### src/rtl/pwm_pkg.sv
// ============================================================================
// Module  : pwm_pkg
// Purpose : Shared widths and defaults for the tone channel -> PWM path.
// Revision: 1.0 - initial release
// ============================================================================
`default_nettype none

package pwm_pkg;

  localparam int unsigned c_PWM_WIDTH       = 9;
  localparam int unsigned c_PWM_TOP_DEFAULT = 255;
  localparam int unsigned c_PWM_CNT_WIDTH   = c_PWM_WIDTH;

endpackage : pwm_pkg

`default_nettype wire

### src/rtl/pwm_shadow_reg.sv
// ============================================================================
// Module  : pwm_shadow_reg
// Purpose : Double-buffered value register; shadow capture plus load into the
//           active copy, with same-cycle bypass of a fresh write.
// Revision: 1.0 - initial release
// ============================================================================
`default_nettype none

module pwm_shadow_reg
  import pwm_pkg::*;
#(
  parameter int unsigned          WIDTH       = c_PWM_WIDTH,
  parameter logic [WIDTH-1:0]     RESET_VALUE = '0
) (
  input  logic             i_clk,
  input  logic             i_rst_n,
  input  logic [WIDTH-1:0] i_value,
  input  logic             i_valid,
  input  logic             i_load,
  output logic [WIDTH-1:0] o_active
);

  logic [WIDTH-1:0] r_shadow;
  logic [WIDTH-1:0] r_active;
  logic [WIDTH-1:0] w_next_shadow;

  // A write landing on the load cycle must win over the stale shadow.
  assign w_next_shadow = i_valid ? i_value : r_shadow;

  always_ff @(posedge i_clk or negedge i_rst_n) begin
    if (!i_rst_n) begin
      r_shadow <= RESET_VALUE;
      r_active <= RESET_VALUE;
    end else begin
      r_shadow <= w_next_shadow;
      if (i_load) begin
        r_active <= w_next_shadow;
      end
    end
  end

  assign o_active = r_active;

endmodule : pwm_shadow_reg

`default_nettype wire

### src/rtl/pwm_modulator.sv
// ============================================================================
// Module  : pwm_modulator
// Purpose : Free-running PWM period counter with glitch-free, period-aligned
//           compare/top updates and a period-start strobe.
// Revision: 1.0 - initial release
// ============================================================================
`default_nettype none

module pwm_modulator
  import pwm_pkg::*;
#(
  parameter int unsigned WIDTH       = c_PWM_WIDTH,
  parameter int unsigned TOP_DEFAULT = c_PWM_TOP_DEFAULT
) (
  input  logic             i_clk,
  input  logic             i_rst_n,
  input  logic             i_enable,
  input  logic [WIDTH-1:0] i_compare,
  input  logic             i_compare_valid,
  input  logic [WIDTH-1:0] i_top,
  input  logic             i_top_valid,
  output logic             o_pwm,
  output logic             o_period_start,
  output logic [WIDTH-1:0] o_compare_active
);

  logic [WIDTH-1:0] r_count;
  logic             r_pwm;
  logic             r_period_start;
  logic [WIDTH-1:0] w_active_cmp;
  logic [WIDTH-1:0] w_active_top;
  logic             w_at_top;
  logic             w_load;

  assign w_at_top = (r_count == w_active_top);

  // While disabled the active copies keep following the shadows, so the
  // first enabled period already runs with every pending value.
  assign w_load = !i_enable || w_at_top;

  pwm_shadow_reg #(
    .WIDTH       (WIDTH),
    .RESET_VALUE ('0)
  ) u_cmp_shadow (
    .i_clk    (i_clk),
    .i_rst_n  (i_rst_n),
    .i_value  (i_compare),
    .i_valid  (i_compare_valid),
    .i_load   (w_load),
    .o_active (w_active_cmp)
  );

  pwm_shadow_reg #(
    .WIDTH       (WIDTH),
    .RESET_VALUE (WIDTH'(TOP_DEFAULT))
  ) u_top_shadow (
    .i_clk    (i_clk),
    .i_rst_n  (i_rst_n),
    .i_value  (i_top),
    .i_valid  (i_top_valid),
    .i_load   (w_load),
    .o_active (w_active_top)
  );

  always_ff @(posedge i_clk or negedge i_rst_n) begin
    if (!i_rst_n) begin
      r_count <= '0;
    end else if (w_load) begin
      r_count <= '0;
    end else begin
      r_count <= r_count + 1'b1;
    end
  end

  always_ff @(posedge i_clk or negedge i_rst_n) begin
    if (!i_rst_n) begin
      r_pwm          <= 1'b0;
      r_period_start <= 1'b0;
    end else begin
      r_pwm          <= i_enable && (r_count < w_active_cmp);
      r_period_start <= i_enable && (r_count == '0);
    end
  end

  assign o_pwm            = r_pwm;
  assign o_period_start   = r_period_start;
  assign o_compare_active = w_active_cmp;

endmodule : pwm_modulator

`default_nettype wire

### config.mk
export PLATFORM = sky130hd
export DESIGN_NAME = pwm_modulator
export DESIGN_NICKNAME = d
export VERILOG_FILES = /design/src/rtl/pwm_pkg.sv /design/src/rtl/pwm_shadow_reg.sv /design/src/rtl/pwm_modulator.sv
export SDC_FILE = /design/constraint.sdc
export NUM_CORES = 1
export LEC_CHECK = 0
export CORE_MARGIN = 10
export CORE_UTILIZATION = 53
export CTS_BUF_LIST = sky130_fd_sc_hd__clkbuf_16
export CTS_CLUSTER_SIZE = 20
export DETAILED_ROUTE_END_ITERATION = 16
export PLACE_DENSITY = 0.77
export RECOVER_POWER = 25
export SETUP_SLACK_MARGIN = 0.5
export SLEW_MARGIN = 10
export SYNTH_ARGS = -nofsm -noshare
export SYNTH_HDL_FRONTEND = slang
export SYNTH_SLANG_ARGS = --single-unit
### constraint.sdc
create_clock -name i_clk -period 2.6 [get_ports i_clk]
set_input_delay 0.39 -clock i_clk [delete_from_list [all_inputs] [get_ports i_clk]]
set_output_delay 0.39 -clock i_clk [all_outputs]
set_load 0.005 [all_outputs]
==> results.json <==
{
  "status": "completed",
  "dieHeight_um": 83.7,
  "finalMaxSlewViolations": 0,
  "cts_resized": 0,
  "drive_gt1_frac": 0.320,
  "relSlewSlack": 0.256,
  "synth_top_area_share": 0.360,
  "core_area_um2": 3970,
  "rsz0062_at_grt": "false",
  "drt_first_iter_violations": 107,
  "period_needed_ns": 2.02,
  "grt_pass1_wl_um": 6980,
  "pwr-share-clk": 0.345,
  "rr_worst_depth": 5,
  "die_x_um": 83.7,
  "swShare": 0.238,
  "total_power_mw": 1.78,
  "nets": 232,
  "worstMarginPinSlew_ns": 1.12,
  "max_cap_violations": 0,
  "switching_power_mw": 0.423,
  "synth_seq_cells": 47,
  "grt_pass1_vias": 1431,
  "endpoint_kind": "flop",
  "yosys_warnings": 0,
  "viasPerCell": 5.30,
  "cp_data_arrival_time_ns": 2.19,
  "finalWirelength_um": 4230,
  "synthMostInstantiatedCell": "mux2_2",
  "ir_drop_uv": 417,
  "clock_skew_ns": 0.00366,
  "power.internal_mw": 1.36,
  "grt_use_total": 0.124,
  "worstPathRequired_ns": 2.76,
  "netlist_area_um2": 2150,
  "hold_viol": 0,
  "ys_types": 25,
  "p_leak_nw": 1.14,
  "numCtsBuffers": 5,
  "period_share": 0.777,
  "yosys.area_share.adder": 0.0581,
  "first_pass_iters": 4,
  "ios": 34,
  "synth_top_family_by_area": "multiplexers",
  "grt_overflow": 0,
  "combinationalPowerShare": 0.159,
  "ys_seq_area_frac": 0.556,
  "synth_compound_area_frac": 0.0302,
  "die-area_um2": 7010,
  "r2r-end": "u_cmp_shadow.o_active[3]",
  "grt_max_degree": 48,
  "clock_path_buffers": 2,
  "cts_max_level": 2,
  "vias": 1326,
  "cts_root_buf": "clkbuf_16",
  "p_seq_frac": 0.495,
  "synth.avg_cell_area_um2": 13.3,
  "reg2reg_from": "r_count[3]",
  "setup_tns_ns": 0,
  "grt_antenna_before_repair": 0,
  "ant_nets": 0,
  "synth-simple-area-share": 0.0674,
  "syn_inst": 162,
  "setup_viol_count_final": 0,
  "synth-async-reset-ratio": 1.00,
  "clock_sinks": 47,
  "synth_mux_area_frac": 0.188,
  "hold_class": "in -> async",
  "tritoncts": "built",
  "syn_nets": 195,
  "post_cts.repair.setup_buffers": 0,
  "synth_xor_area_frac": 0.0651,
  "worstSkewPairLatency_ns": 0.28,
  "initial_core_util": 0.542,
  "synth_common_cells": "mux2_2, dfrtp_1, dfstp_2, xnor2_1",
  "path_max_fanout": 18,
  "synth_top_cells_by_area": "dfrtp_1, dfstp_2, mux2_2",
  "gp_congestion": 0.803,
  "ys.flop_type": "dfrtp_1",
  "drc": 0,
  "port_buffers": 33,
  "syn_to_final_growth_pct": 23.8,
  "reg2reg_slack_ns": 0.58,
  "postCtsHoldBufs": 0,
  "dpl.hpwl_um": 3090,
  "wl_per_cell_um": 16.9,
  "synth_top_area_cell": "dfrtp_1",
  "max_freq_mhz": 495,
  "synth-edff-count": 0,
  "start_kind": "flop",
  "powerDensity_nw_per_um2": 669,
  "fp-row-count": 23,
  "num_antenna_cells": 0,
  "path_clk_slew_ns": 0.06,
  "critPathKind": "reg -> reg"
}
-- worst max-delay path, stage by stage (launching register included) --
cell and delay [ns]:
dfrtp_1 0.52, xnor2_1 0.16, nand4_1 0.16, o41ai_4 0.39
buf_4 0.30, mux2_2 0.37
-- registers in the layout, indices dropped and copies added (netlist names) --
signal                 flops
o_period_start             1
u_cmp_shadow.o_active      9
u_top_shadow.r_shadow      9
o_pwm                      1
r_count                    9
u_cmp_shadow.r_shadow      9
u_top_shadow.o_active      9
-- layer usage --
metal | global-route usage | vias to the layer above | share of wire | routed length [um]
met5 | 0 | - | 0 | 0
met4 | 0.0594 | 0 | 0.014 | 59
met3 | 0.0371 | 5 | 0.043 | 180
met2 | 0.215 | 27 | 0.53 | 2230
met1 | 0.134 | 665 | 0.42 | 1760
li1 | - | 629 | - | -
-- cells in the final DEF (no fill, tap or decap), drive strengths merged --
cell	synthesis	routed
nor4	1	1
nor4b	1	1
buf	2	2
o21ai	1	1
clkdlybuf4s50	0	32
nand4	1	1
o41ai	1	1
clkbuf	3	6
clkinv	0	1
ha	10	10
inv	11	13
xor2	4	4
nand2	6	6
nand3	4	4
a211oi	1	1
a21oi	2	2
o221ai	1	1
a31oi	1	1
xnor2	12	12
nor2	11	11
dfrtp	31	31
mux2	36	36
nand3b	2	2
nor3	2	2
dfstp	16	16
nand2b	1	1
and4	1	1
-- area by class of cell --
cell class	instances	area [um^2]
clock inverters	3	17.5
flip-flops and latches	47	1200
fillers	300	1310
clock buffers	5	125
well taps	50	62.6
inverters	11	41.3
repair buffers	35	340
multi-input cells	99	881
-- how the worst max path moves through the flow --
stage | start | end | slack (ns) | cells past startpoint
after floorplan | u_top_shadow.o_active[0] | u_cmp_shadow.o_active[0] | 0.55 | 5
after global placement | u_top_shadow.o_active[0] | u_cmp_shadow.o_active[6] | 0.68 | 5
after detailed placement | r_count[3] | u_cmp_shadow.o_active[3] | 0.59 | 5
after CTS | r_count[3] | u_cmp_shadow.o_active[3] | 0.57 | 5
after global routing | r_count[1] | u_cmp_shadow.o_active[3] | 0.50 | 5
final | r_count[3] | u_cmp_shadow.o_active[3] | 0.58 | 5
-- power groups by stage --
stage / Combinational (mW) / Sequential, mW / Clock, mW
2_1_floorplan: 0.159 / 0.882 / 0
3_3_place_gp: 0.274 / 0.890 / 0
3_5_place_dp: 0.285 / 0.895 / 0
4_1_cts: 0.291 / 0.883 / 0.628
5_1_grt: 0.312 / 0.893 / 0.663
6_report: 0.284 / 0.882 / 0.615
-- kinds of logic after synthesis --
| logic type | Yosys count |
|---|---|
| buf+inv | 16 |
| simple gates | 30 |
| flops | 47 |
| compound gates | 7 |
| fa+ha+maj | 10 |
| xor+xnor | 16 |
| mux | 36 |
-- per-stage QoR --
| stage | setup WS [ns] | cell area, um^2 | instances | util | hold slack (ns) |
|---|---|---|---|---|---|
| CTS | 0.571 | 2660 | 250 | 0.671 | 0.306 |
| global placement | 0.681 | 2520 | 242 | 0.635 | 0.477 |
| floorplan | 0.547 | 2150 | 162 | - | 0.0944 |
| global route | 0.502 | 2660 | 250 | 0.671 | 0.415 |
| finish | 0.579 | 2660 | 250 | 0.671 | 0.309 |
| detailed placement | 0.594 | 2520 | 242 | 0.635 | 0.483 |
(Power assumes the default switching activity.)
